[src/rtl/md_pkg.sv]
// rtl/md_pkg.sv - opcode, state and width definitions shared by the md_ctrl slice
package md_pkg;

  localparam int MD_WIDTH = 32;

  localparam logic [3:0] NOP   = 4'd0;
  localparam logic [3:0] MULT  = 4'd1;
  localparam logic [3:0] MULTU = 4'd2;
  localparam logic [3:0] DIV   = 4'd3;
  localparam logic [3:0] DIVU  = 4'd4;
  localparam logic [3:0] MTHI  = 4'd5;
  localparam logic [3:0] MTLO  = 4'd6;
  localparam logic [3:0] MFHI  = 4'd7;
  localparam logic [3:0] MFLO  = 4'd8;

  typedef enum logic [1:0] {
    IDLE   = 2'd0,
    ISSUE  = 2'd1,
    WAIT   = 2'd2,
    COMMIT = 2'd3
  } md_state_t;

endpackage

[src/rtl/md_hilo_regs.sv]
// rtl/md_hilo_regs.sv - architectural HI/LO storage with MT and commit write ports
// A commit write and an MT write never coincide; commit is given priority anyway.
module md_hilo_regs #(
  parameter int WIDTH = 32
) (
  input  logic             clk,
  input  logic             reset,
  input  logic             mt_hi_we,
  input  logic             mt_lo_we,
  input  logic [WIDTH-1:0] mt_data,
  input  logic             commit_we,
  input  logic [WIDTH-1:0] commit_hi,
  input  logic [WIDTH-1:0] commit_lo,
  input  logic             rd_hi,
  input  logic             rd_lo,
  output logic [WIDTH-1:0] hi,
  output logic [WIDTH-1:0] lo,
  output logic [WIDTH-1:0] rd_data
);

  always_ff @(posedge clk) begin
    if (!reset) begin
      hi <= '0;
      lo <= '0;
    end else if (commit_we) begin
      hi <= commit_hi;
      lo <= commit_lo;
    end else begin
      if (mt_hi_we) hi <= mt_data;
      if (mt_lo_we) lo <= mt_data;
    end
  end

  always_comb begin
    rd_data = '0;
    if (rd_hi)      rd_data = hi;
    else if (rd_lo) rd_data = lo;
  end

endmodule

[src/rtl/md_ctrl.sv]
// rtl/md_ctrl.sv - EX-to-MD sequencing controller with HI/LO ownership and watchdog
// Optional MD_FLUSH_EN adds a flush input that aborts an in-flight operation.
module md_ctrl #(
  parameter int WATCHDOG = 64,
  parameter int WIDTH    = md_pkg::MD_WIDTH
) (
  input  logic             clk,
  input  logic             reset,
`ifdef MD_FLUSH_EN
  input  logic             flush,
`endif
  input  logic             op_valid,
  input  logic [3:0]       op_code,
  input  logic [WIDTH-1:0] op_a,
  input  logic [WIDTH-1:0] op_b,
  output logic             op_ready,
  output logic             stall,
  output logic [WIDTH-1:0] rd_data,
  output logic             md_start,
  output logic             md_sign,
  output logic             md_md,
  output logic [WIDTH-1:0] md_d1,
  output logic [WIDTH-1:0] md_d2,
  input  logic             md_busy,
  input  logic [WIDTH-1:0] md_hi,
  input  logic [WIDTH-1:0] md_lo,
  output logic [WIDTH-1:0] hi,
  output logic [WIDTH-1:0] lo,
  output logic             err
);
  import md_pkg::*;

  localparam int CW = $clog2(WATCHDOG + 1);

  md_state_t     state, nxt;
  logic [CW-1:0] wd_cnt;
  logic          seen_busy;
  logic          accept, ld_ops, mt_hi_we, mt_lo_we, commit_we, wd_fire, abort;
  logic          is_mul, is_div;

  assign is_mul = (op_code == MULT) || (op_code == MULTU);
  assign is_div = (op_code == DIV) || (op_code == DIVU);
  assign stall  = op_valid && !op_ready;

  always_comb begin
    nxt       = state;
    ld_ops    = 1'b0;
    mt_hi_we  = 1'b0;
    mt_lo_we  = 1'b0;
    commit_we = 1'b0;
    wd_fire   = 1'b0;
    md_start  = 1'b0;
    abort     = 1'b0;
`ifdef MD_FLUSH_EN
    // Holding off while MD is still busy keeps a new Start from overlapping an aborted run.
    op_ready = (state == IDLE) && !md_busy;
    abort    = flush && (state != IDLE);
`else
    op_ready = (state == IDLE);
`endif
    accept = op_valid && op_ready;
    case (state)
      IDLE: begin
        if (accept) begin
          // A zero divisor is swallowed here: no Start, HI/LO untouched.
          if (is_mul || (is_div && (op_b != '0))) begin
            ld_ops = 1'b1;
            nxt    = ISSUE;
          end
          mt_hi_we = (op_code == MTHI);
          mt_lo_we = (op_code == MTLO);
        end
      end
      ISSUE: begin
        md_start = 1'b1;
        nxt      = WAIT;
      end
      WAIT: begin
        if (seen_busy && !md_busy) begin
          nxt = COMMIT;
        end else if (wd_cnt == CW'(WATCHDOG - 1)) begin
          wd_fire = 1'b1;
          nxt     = IDLE;
        end
      end
      COMMIT: begin
        commit_we = 1'b1;
        nxt       = IDLE;
      end
      default: nxt = IDLE;
    endcase
    if (abort) begin
      nxt       = IDLE;
      md_start  = 1'b0;
      commit_we = 1'b0;
      wd_fire   = 1'b0;
    end
  end

  always_ff @(posedge clk) begin
    if (!reset) begin
      state     <= IDLE;
      md_d1     <= '0;
      md_d2     <= '0;
      md_sign   <= 1'b0;
      md_md     <= 1'b0;
      wd_cnt    <= '0;
      seen_busy <= 1'b0;
      err       <= 1'b0;
    end else begin
      state <= nxt;
      if (ld_ops) begin
        md_d1   <= op_a;
        md_d2   <= op_b;
        md_sign <= (op_code == MULT) || (op_code == DIV);
        md_md   <= is_div;
      end
      if (state == ISSUE) begin
        wd_cnt    <= '0;
        seen_busy <= 1'b0;
      end else if (state == WAIT) begin
        wd_cnt <= wd_cnt + CW'(1);
        if (md_busy) seen_busy <= 1'b1;
      end
      if (wd_fire) err <= 1'b1;
    end
  end

  md_hilo_regs #(.WIDTH(WIDTH)) u_hilo (
    .clk       (clk),
    .reset     (reset),
    .mt_hi_we  (mt_hi_we),
    .mt_lo_we  (mt_lo_we),
    .mt_data   (op_a),
    .commit_we (commit_we),
    .commit_hi (md_hi),
    .commit_lo (md_lo),
    .rd_hi     (op_code == MFHI),
    .rd_lo     (op_code == MFLO),
    .hi        (hi),
    .lo        (lo),
    .rd_data   (rd_data)
  );

endmodule

[config.mk]
export PLATFORM = sky130hd
export DESIGN_NAME = md_ctrl
export DESIGN_NICKNAME = d
export VERILOG_FILES = /design/src/rtl/md_pkg.sv /design/src/rtl/md_hilo_regs.sv /design/src/rtl/md_ctrl.sv
export SDC_FILE = /design/constraint.sdc
export NUM_CORES = 1
export LEC_CHECK = 0
export CAP_MARGIN = 20
export CELL_PAD_IN_SITES_DETAIL_PLACEMENT = 0
export CELL_PAD_IN_SITES_GLOBAL_PLACEMENT = 1
export CORE_MARGIN = 3
export CORE_UTILIZATION = 30
export DETAILED_ROUTE_END_ITERATION = 7
export HOLD_SLACK_MARGIN = 0.02
export PLACE_DENSITY = 0.81
export RECOVER_POWER = 100
export SETUP_SLACK_MARGIN = 0.3
export SLEW_MARGIN = 10
export SYNTH_ARGS = -nofsm -noshare
export SYNTH_HDL_FRONTEND = slang
export SYNTH_HIERARCHICAL = 1
export SYNTH_SLANG_ARGS = --single-unit
[constraint.sdc]
create_clock -name clk -period 3.48 [get_ports clk]
set_input_delay 0.522 -clock clk [delete_from_list [all_inputs] [get_ports clk]]
set_output_delay 0.522 -clock clk [all_outputs]
set_load 0.005 [all_outputs]
After elaboration in Yosys (flattened, before gate mapping)
Index checks and enable logic that the tools add are counted.

word-level totals
  input bits = 136
  logic and storage cells = 67
  register bits after elaboration = 141
  output and inout port bits = 166

cells by class
  multiplexer cells = 23
  equal/unequal tests = 15
  add/sub/neg operators = 1
  reductions and logical operators = 17
  bitwise gates (word level) = 1

operators by type and width
  kind                                                   number
  2-to-1 mux 32 bit                                      6
  nonzero test 32 bit                                    1
  == test 4 x 3 -> 1 bit, second input constant          4
  2-to-1 mux 1 bit                                       12
  == test 4 x 2 -> 1 bit, second input constant          2
  2-to-1 mux 2 bit                                       4
  case mux 2 bit (4 select lines)                        1
  adder 7 x 1 -> 7 bit, second input constant            1
  == test 7 x 6 -> 1 bit, second input constant          1
  == test 2 bit, second input constant                   2
  == test 4 x 1 -> 1 bit, second input constant          1
  == test 4 bit, second input constant                   1
  logical AND 1 bit                                      4
  logical OR 1 bit                                       4
  inequality test 2 x 1 -> 1 bit, second input constant  2
  nonzero test 2 bit                                     2
  inequality test 3 bit, second input constant           1
  AND reduction 3 bit                                    1
  == test 2 x 1 -> 1 bit, second input constant          1
  logical NOT 1 bit                                      2
  logical NOT 2 bit                                      1
  AND reduction 2 bit                                    1
  OR reduction 2 bit                                     1
  NOT 1 bit                                              1

Longest topological paths before layout
  depth after elaboration = 7
  depth in mapped cells = 8
  gate-level depth less buffers = 5

Hierarchy
Netlist, hierarchy kept.

modules (own cells, without submodules)
  module        cells each  times used  area an instance (um^2)  sequential area each (um^2)
  md_hilo_regs  391         1           3,968.8                  1,281.2
  md_ctrl       368         1           3,316.9                  1,541.5

Least setup slack after synthesis
Ideal clock, no wire load.

  kind = input to output
  start = input port op_code[0]
  end = output port rd_data[10]
  cell stages on the path = 5
  path buffers = 2
  arrival time = 1,744 ps
  slack = 1,214 ps
  data required time = 2,958 ps
  path through = buf_6 > nor4b_1 > clkbuf_1 > nand2_1 > o21ai_0

between the ends
  longest elaborated chain between the ends = 3
  elaborated cells on any way between the ends = 4
  classes of those cells = eq/ne: 2; mux: 2

RTL lines
  element              line                text
  start: declaration   md_ctrl.sv:13       input logic [3:0] op_code,
  == test 4 bit        md_ctrl.sv:139      .rd_lo (op_code == MFLO),
  2-to-1 mux 32 bit    md_hilo_regs.sv:37  else if (rd_lo) rd_data = lo;
  2-to-1 mux 32 bit *  md_hilo_regs.sv:36  if (rd_hi) rd_data = hi;
  end: declaration     md_ctrl.sv:18       output logic [WIDTH-1:0] rd_data,

Every way passes the cells marked *; elsewhere a longest branch is shown, timed or not.

Worst setup path in the final report
  start = input port op_code[0]
  end = output port rd_data[13]

Same word-level chain as after synthesis.

==> run metrics <==
outcome=completed; share of the synthesized area in the top cell type=0.387; area of all placed cells without fillers=10800 um2; most common cell after layout, fill and taps aside=sky130_fd_sc_hd__nand2_1; global routing usage summed across all routing layers=0.172; die area=26200 um2; Post-Route Setup TNS=0 ns; post-detailed-placement half-perimeter wirelength=16700 um; number of storage elements in the synthesis netlist=141; Die Span Y=162 um; headroom to the max-slew limit=0.117; Worst Max-Slew Pin Slew=1.32 ns; count of hold buffers inserted by post-cts repair=0; P_leak=5.21 nW; number of clock sinks=141; DRC violation total after the first TritonRoute iteration=278; average via count per standard cell=4.61; TritonCTS buffer count=17; H-tree depth reported by CTS=4; biggest area contributors in the synthesized netlist=sky130_fd_sc_hd__dfxtp_1, sky130_fd_sc_hd__mux2_4, sky130_fd_sc_hd__nand2_1; category of the worst setup path launch point=input port; setup repair after global routing missed its margin=no; global-route track usage on met2=0.290; Peak supply drop=0.277 mV; skew final=0.00671 ns; number of buffers added on ports=301; Synthesis Warnings=6; fraction of the yosys area taken by sequential cells=0.387; slowest stage cell, crit path=sky130_fd_sc_hd__dlygate4sd3_1; multi-input gate area in the final layout=3800 um2; fraction of layout instances using a drive strength above 1=0.0566; Root Buffer=sky130_fd_sc_hd__clkbuf_16; worst skew pair latency=0.41 ns; antenna-violating nets left=0; total vias in the final route=6283; Buf/Inv on CP=4; dominant cell type by count on the critical path=sky130_fd_sc_hd__dlygate4sd3_1; number of core rows=56; minimum setup slack after placement=0.434 ns; nature of the critical path endpoint=output port; layout net count=1167; sequential cell area=2820 um2; count of flip-flops with a built-in enable after synthesis=0; cells resized by post-CTS repair=0; Worst-path clk slew=0.06 ns; required time of the critical path=2.96 ns; f_max=0.315 GHz; post-route clock period utilization=0.913; Hold/Removal Path Class=flop to flop; WL/cell=17.1 um; first-pass GRT wire length=35900 um; area growth from synthesis to final layout=48.4%; Global Route met3 Usage=0.0530; number of non-filler instances in the completed layout=1362; Yosys top cell by area=sky130_fd_sc_hd__dfxtp_1; prevailing post-synth register cell=sky130_fd_sc_hd__dfxtp_1; total length of routed wires=23200 um; drt first pass iters=4; kind of cell adding the most delay to the critical path=buffers and inverters; final weighted congestion of routability-driven global placement=0.785; residual DRC count=0; initial core utilization=0.308; max-cap violations=0; count of endpoints failing hold in the final timing report=0; FFs w/ async S/R, synth=0; type of the setup path with the least slack=input port to output port; Core Box Area=23700 um2; highest-utilization routing layer at the global route stage=met2; total setup buffers inserted after CTS=0; fin crit period=3.18 ns; largest net degree at the start of global routing=84; initial antenna violation count=2; mapped cell area=7290 um2; count of mapped cells out of synthesis=759; CP Data Arrival Time=2.66 ns; top library cells by usage in the layout, fill and taps aside=sky130_fd_sc_hd__nand2_1, sky130_fd_sc_hd__dlygate4sd3_1, sky130_fd_sc_hd__dfxtp_1, sky130_fd_sc_hd__clkdlybuf4s50_1, sky130_fd_sc_hd__mux2i_1; cell total after placement=1330; die width=162 um; post-synth net total=896; delay contributed by the slowest stage of the critical path=0.59 ns; crit path max fanout=32; slack of the critical path=0.302 ns; Remaining Overflow, GRT=0; total power after layout=4.19 mW; count of boundary I/O pins=302; TritonCTS clock tree=built; final setup fails=0; final core utilization=0.457; Hold WS=0.453 ns; areal power density over the cells=388 nW/um2; number of distinct library cells after synthesis=41; total of fill cells in the finished design=2356; average size of a mapped cell=9.60 um2; number of buffers on the longest clock path=2; critical path, cell by cell=dlygate4sd3_1 > clkbuf_1 > and3_2 > buf_4 > nand2_1 > o21ai_0 > dlygate4sd3_1; vias in the first global route=6201; number of pins exceeding their max-slew limit in the final report=0; Post-Place Cell Area=10400 um2; met1 global-route usage=0.218
==> layer usage <==
layer / up-vias / routed length (um)
li1: 3144 / -
met1: 2939 / 10300
met2: 184 / 11000
met3: 14 / 1640
met4: 2 / 200
met5: - / 13
==> where the power goes <==
part	internal, mW	switching (mW)	leakage [nW]	total (mW)
logic	0.277	0.190	3.76	0.467
registers	1.66	0.0269	1.14	1.69
clock network	1.29	0.742	0.309	2.04
==> final timing paths <==
path | slack (ns) | startpoint | depth (start not counted) | endpoint
worst max-delay path | 0.30 | op_code[0] | 7 | rd_data[13]
worst min-delay path | 0.45 | md_d1[10] | 2 | md_d1[10]
worst max register to register | 0.78 | state[1] | 6 | u_hilo/lo[0]
worst min register to register | 0.45 | md_d1[10] | 2 | md_d1[10]
==> tightest hold or removal path, delay by kind of cell, from the launching register on <==
family	cells	cell delay, ns
flip-flops	1	0.31
AND/OR/NAND/NOR	1	0.05
multiplexers	1	0.05
==> area by class of cell <==
class / instances / area share
diodes: 1 / 0.000231
multi-input cells: 553 / 0.351
inverters: 1 / 0.000347
repair buffers: 316 / 0.290
flip-flops and latches: 141 / 0.261
clock buffers: 18 / 0.0406
well taps: 319 / 0.0369
clock inverters: 13 / 0.0197
==> sequential cells by signal, summed over array words and instances, names as in the netlist <==
name / cells
wd_cnt: 7
seen_busy: 1
md_md: 1
md_d1: 32
err: 1
state: 2
md_sign: 1
u_hilo/lo: 32
md_d2: 32
u_hilo/hi: 32
==> Yosys cell counts, types with 3 or more instances <==
cell                       instances
sky130_fd_sc_hd__nand2_1         200
sky130_fd_sc_hd__dfxtp_1         141
sky130_fd_sc_hd__mux2i_1          66
sky130_fd_sc_hd__o211a_1          64
sky130_fd_sc_hd__mux2_4           60
sky130_fd_sc_hd__nand2b_1         45
sky130_fd_sc_hd__clkbuf_1         37
sky130_fd_sc_hd__o21ai_0          34
sky130_fd_sc_hd__or2b_1           21
sky130_fd_sc_hd__buf_12           12
sky130_fd_sc_hd__nor2_1           11
sky130_fd_sc_hd__buf_2             8
sky130_fd_sc_hd__nor4_1            8
sky130_fd_sc_hd__a21oi_1           5
sky130_fd_sc_hd__nand4_1           5
sky130_fd_sc_hd__nor2b_1           5
sky130_fd_sc_hd__mux2_2            4
sky130_fd_sc_hd__xor2_1            4
sky130_fd_sc_hd__buf_6             3
==> kinds of logic (layout without fill, tap and decap cells) <==
| kind of cell | Yosys count | in the layout | share of synthesized area |
|---|---|---|---|
| compound gates | 107 | 107 | 0.119 |
| other cells | 0 | 1 | 0 |
| simple gates | 309 | 309 | 0.198 |
| mux | 130 | 130 | 0.221 |
| flops | 141 | 141 | 0.387 |
| buf+inv | 65 | 348 | 0.0659 |
| fa+ha+maj | 1 | 1 | 0.00172 |
| xor+xnor | 6 | 6 | 0.00721 |
(Power assumes the default switching activity.)
